## src/rtl/loss_arbiter.sv

```systemverilog
// Round-robin scheduler that shares one loss unit between NREQ requesters.
// A granted requester's model/num are muxed onto the loss unit. This block
// drives the unit's input_ready/output_taken handshake. The latched result
// is then returned to the owner over a valid/ready response channel.
module loss_arbiter #(
  parameter int unsigned NREQ  = 4,
  parameter int unsigned IL    = 4,
  parameter int unsigned FL    = 16,
  parameter int unsigned size  = 16,
  parameter int unsigned width = $clog2(size),
  parameter int unsigned IDW   = $clog2(NREQ)
) (
  input  logic                          clk,
  input  logic                          reset,
  input  logic [NREQ-1:0]               req_valid,
  input  logic [NREQ-1:0]               req_model,
  input  logic [NREQ-1:0][width-1:0]    req_num,
  output logic [NREQ-1:0]               req_ready,
  output logic [NREQ-1:0]               rsp_valid,
  output logic signed [IL+FL-1:0]       rsp_loss,
  input  logic [NREQ-1:0]               rsp_ready,
  output logic [IDW-1:0]                sel,
  output logic                          lu_model,
  output logic [width-1:0]              lu_num,
  output logic                          lu_input_ready,
  output logic                          lu_output_taken,
  input  logic [1:0]                    lu_state,
  input  logic signed [IL+FL-1:0]       lu_out,
  output logic                          busy
);

  typedef enum logic [1:0] {StIdle, StIssue, StWait, StRespond} state_e;

  localparam logic [1:0] LuIdle = 2'b00;
  localparam logic [1:0] LuDone = 2'b10;

  state_e                  state_q;
  logic [IDW-1:0]          last_q;
  logic signed [IL+FL-1:0] loss_q;

  logic                    gnt_found;
  logic [IDW-1:0]          gnt_idx;
  logic [IDW-1:0]          cand;

  // Round-robin pick: first valid requester scanning last+1, last+2, ... mod NREQ
  always_comb begin
    gnt_found = 1'b0;
    gnt_idx   = '0;
    cand      = '0;
    for (int i = 1; i <= int'(NREQ); i++) begin
      cand = IDW'((int'(last_q) + i) % int'(NREQ));
      if (!gnt_found && req_valid[cand]) begin
        gnt_found = 1'b1;
        gnt_idx   = cand;
      end
    end
  end

  // Transaction FSM plus the operand-select, result and priority registers
  always_ff @(posedge clk) begin
    if (reset) begin
      state_q  <= StIdle;
      last_q   <= IDW'(NREQ - 1);
      sel      <= '0;
      lu_model <= 1'b0;
      lu_num   <= '0;
      loss_q   <= '0;
    end else begin
      unique case (state_q)
        StIdle: begin
          if (gnt_found) begin
            sel      <= gnt_idx;
            lu_model <= req_model[gnt_idx];
            lu_num   <= req_num[gnt_idx];
            state_q  <= StIssue;
          end
        end
        StIssue: begin
          // A withdrawn request wins over a ready loss unit; last stays put
          if (!req_valid[sel]) begin
            state_q <= StIdle;
          end else if (lu_state == LuIdle) begin
            state_q <= StWait;
          end
        end
        StWait: begin
          // Sample now: the unit clears as soon as it sees output_taken
          if (lu_state == LuDone) begin
            loss_q  <= lu_out;
            state_q <= StRespond;
          end
        end
        StRespond: begin
          if (rsp_ready[sel]) begin
            last_q  <= sel;
            state_q <= StIdle;
          end
        end
        default: state_q <= StIdle;
      endcase
    end
  end

  // Handshake strobes decoded from the current state and the unit's status
  always_comb begin
    req_ready       = '0;
    rsp_valid       = '0;
    lu_input_ready  = 1'b0;
    lu_output_taken = 1'b0;
    unique case (state_q)
      StIssue: begin
        lu_input_ready = 1'b1;
        if (req_valid[sel] && (lu_state == LuIdle)) begin
          req_ready[sel] = 1'b1;
        end
      end
      StWait: begin
        if (lu_state == LuDone) begin
          lu_output_taken = 1'b1;
        end
      end
      StRespond: rsp_valid[sel] = 1'b1;
      default: ;
    endcase
  end

  assign rsp_loss = loss_q;
  assign busy     = (state_q != StIdle);

endmodule

```

## config.mk

```make
export PLATFORM = sky130hd
export DESIGN_NAME = loss_arbiter
export DESIGN_NICKNAME = d
export VERILOG_FILES = /design/src/rtl/loss_arbiter.sv
export SDC_FILE = /design/constraint.sdc
export NUM_CORES = 1
export LEC_CHECK = 0
export BUFFER_PORTS_ARGS = -buffer_cell sky130_fd_sc_hd__buf_2
export CAP_MARGIN = 20
export CORE_ASPECT_RATIO = 1.75
export CORE_MARGIN = 4
export CORE_UTILIZATION = 43
export DETAILED_ROUTE_END_ITERATION = 7
export PLACE_DENSITY = 0.87
export SLEW_MARGIN = 30
export SYNTH_ARGS = -nofsm -noshare
export SYNTH_HDL_FRONTEND = slang
export SYNTH_SLANG_ARGS = --single-unit
export TNS_END_PERCENT = 5
```

## constraint.sdc

```tcl
create_clock -name clk -period 1.9 [get_ports clk]
set_input_delay 0.19 -clock clk [delete_from_list [all_inputs] [get_ports clk]]
set_output_delay 0.19 -clock clk [all_outputs]
set_load 0.01 [all_outputs]
```

==> impl_metrics.csv <==
group,metric,value,unit
clocking,clkLatencyLatePin,0.27,ns
grt,grt_most_used_layer,"met2",
synth,syn_avg_cell_area,8.265,um2
synth,ys_seq_area_frac,0.4059,
route,vias_per_cell,5.025,
grt,grt_util_met2,0.3529,
critical_path,critPathLaunch,"sel[0]",
min_path,min_from,"lu_out[16]",
timing,period_share,0.9631,
grt,grt_overflow_total,0,
synth,yosys.cell_types.count,37,
timing,tightest_slew,0.5886,ns
power_and_ir_drop,power.density,693.4,nW/um2
placement,post-place-ws,0.2414,ns
final_layout,areaGrowthSynthToFinish,36.17,%
power_and_ir_drop,ir_drop,587.6,uV
synth,synth_edf_count,0,
timing,relSlewSlack,0.6076,
route,drc,0,
final_layout,final_cell_area,2082,um2
route,wl,4034,um
final_layout,layout_commonest_cell,"buf_2",
synth,syn_inst,185,
grt,grt_pass1_vias,1492,
clocking,numCtsBuffers,5,
synth,synth_fp_nets,237,
grt,grt_max_degree,36,
floorplanning,io_pins,90,
critical_path,cp-end-kind,"primary output",
final_layout,multi_input_area,835.8,um2
clocking,htree_num_levels,2,
placement,place_congestion,0.8062,
critical_path,crit_path_start_kind,"flop",
timing,setup_viol,0,
critical_path,path_max_fanout,5,
final_layout,final-seq-area,620.6,um2
timing,max_freq,0.5465,GHz
final_layout,diodes,0,
synth,yosys_most_used_dff,"dfxtp_1",
final_layout,final_cell_mix,"buf_2 (89), nand2_1 (46), dfxtp_1 (31)",
placement,dp_hpwl,3178,um
timing,hold_viol,0,
placement,dp_cells,310,
placement,io_buffers,89,
floorplanning,die_height,86.89,um
route,wire_per_inst,12.73,um
timing,setup_ws,0.07006,ns
timing,min_period,1.830,ns
synth,synth_area,1529,um2
flow_run,cap_viol_max_count,0,
clocking,path_clk_slew,0.06,ns
timing,finalSetupTns,0,ns
clocking,cts-root-buf,"clkbuf_8",
grt,use_met1,0.1739,
timing,fin_skew,0.005237,ns
floorplanning,coreArea,3398,um2
synth,async_reset_ff_frac,0,
critical_path,arrival,1.64,ns
final_layout,instances_no_fill,317,
synth,synth_seq_cells,31,
min_path,hold_path.class,"input pin to flop",
final_layout,fin_nets,324,
grt,track_usage,0.1838,
clocking,ctsLongestPathBuffers,2,
power_and_ir_drop,leakage,0.9522,nW
critical_path,worstPathRequired,1.71,ns
synth,yosysWarnings,0,
clocking,tritoncts,"done",
floorplanning,fp.dieW,53.08,um
grt,antenna_found_initial,0,
route,final_antenna_net_count,0,
route,vias,1593,
timing,rsz0062_at_grt,"no",
outcome,status,"completed",
route,drt_first_pass_iters,4,
clocking,clock_sinks,31,
placement,place_area,1987,um2
floorplanning,row_count,28,
final_layout,drive_gt1_frac,0.4081,
critical_path,critPathKind,"flop to primary output",
floorplanning,start_util,0.4499,
final_layout,nFillCells,336,
timing,slew_violations,0,
floorplanning,dieArea,4611,um2
route,dr.first_iter.drc_count,14,
grt,grt_pass1_wl,6306,um
grt,use_met3,0.04803,
==> state kept, by name (all words and copies together), names as in the netlist, named ones only <==
signal	count
state_q	1
lu_model	1
last_q	2
lu_num	4
sel	2
rsp_loss	20
==> cell type report <==
cell class,count,area share
Multi-Input combinational cell,139,0.4014
Clock buffer,6,0.03966
Tap cell,45,0.02704
Timing Repair Buffer,92,0.2248
Clock inverter,1,0.002404
Inverter,3,0.006611
Sequential cell,31,0.2981
==> layer usage <==
layer	vias up	wire, um
met2	52	2290
met1	726	1433
met5	-	0
met3	8	242
li1	807	-
met4	0	68
==> what timing repair did <==
action                     4_1_cts  5_1_grt
resized for setup                0        3
setup endpoints to repair        0        5
hold buffers                     0        0
setup buffers                    0        0
==> worst paths after layout <==
path | endpoint | slack [ns] | cells after the start
min | rsp_loss[16] | 0.16 | 3
min reg2reg | rsp_loss[17] | 0.45 | 2
max reg2reg | lu_num[3] | 0.23 | 4
max | req_ready[0] | 0.07 | 4
==> where the power goes <==
group	internal [mW]	switching (mW)
combinational	0.125	0.121
sequential	0.673	0.0199
clock	0.283	0.220
total	1.08	0.362
==> Yosys cell counts, drive strengths merged (3+ instances only) <==
| cell type | number | area [um2] |
|---|---|---|
| nand2b | 3 | 18.77 |
| a21oi | 22 | 110.1 |
| nand3 | 3 | 20.02 |
| nor2 | 13 | 48.80 |
| dfxtp | 31 | 620.6 |
| mux2i | 11 | 110.1 |
| inv | 3 | 11.26 |
| o21ai | 7 | 35.03 |
| nor3b | 4 | 30.03 |
| mux2 | 3 | 33.78 |
| mux4 | 3 | 71.32 |
| nand3b | 5 | 37.54 |
| nand2 | 46 | 172.7 |
| clkbuf | 6 | 22.52 |
| buf | 6 | 43.79 |
| or2 | 3 | 21.28 |
==> cells by family (layout without fill, tap and decap cells) <==
logic type / Yosys count / count (layout) / synth area share
flip-flops: 31 / 31 / 0.4059
AO/OA/AOI/OAI: 36 / 36 / 0.1342
multiplexers: 17 / 17 / 0.1408
buffers and inverters: 15 / 102 / 0.05073
AND/OR/NAND/NOR: 86 / 86 / 0.2684
==> stage by stage <==
stage          power [mW]  hold WS [ns]    util
6_report            1.444        0.1556  0.6127
5_1_grt             1.519        0.1529  0.6127
4_1_cts             1.462        0.1480  0.6105
3_5_place_dp       0.9546        0.4375  0.5847
3_3_place_gp       0.9460        0.4312  0.5847
2_1_floorplan      0.8538        0.3260       -
==> worst max-delay path, cell delays in order (launching register included) <==
cell and delay (ns):
dfxtp_1 0.40, mux4_1 0.61, nand3_2 0.15, nor3_1 0.05, buf_2 0.15
Note: power is estimated with default switching activity, not from simulation.
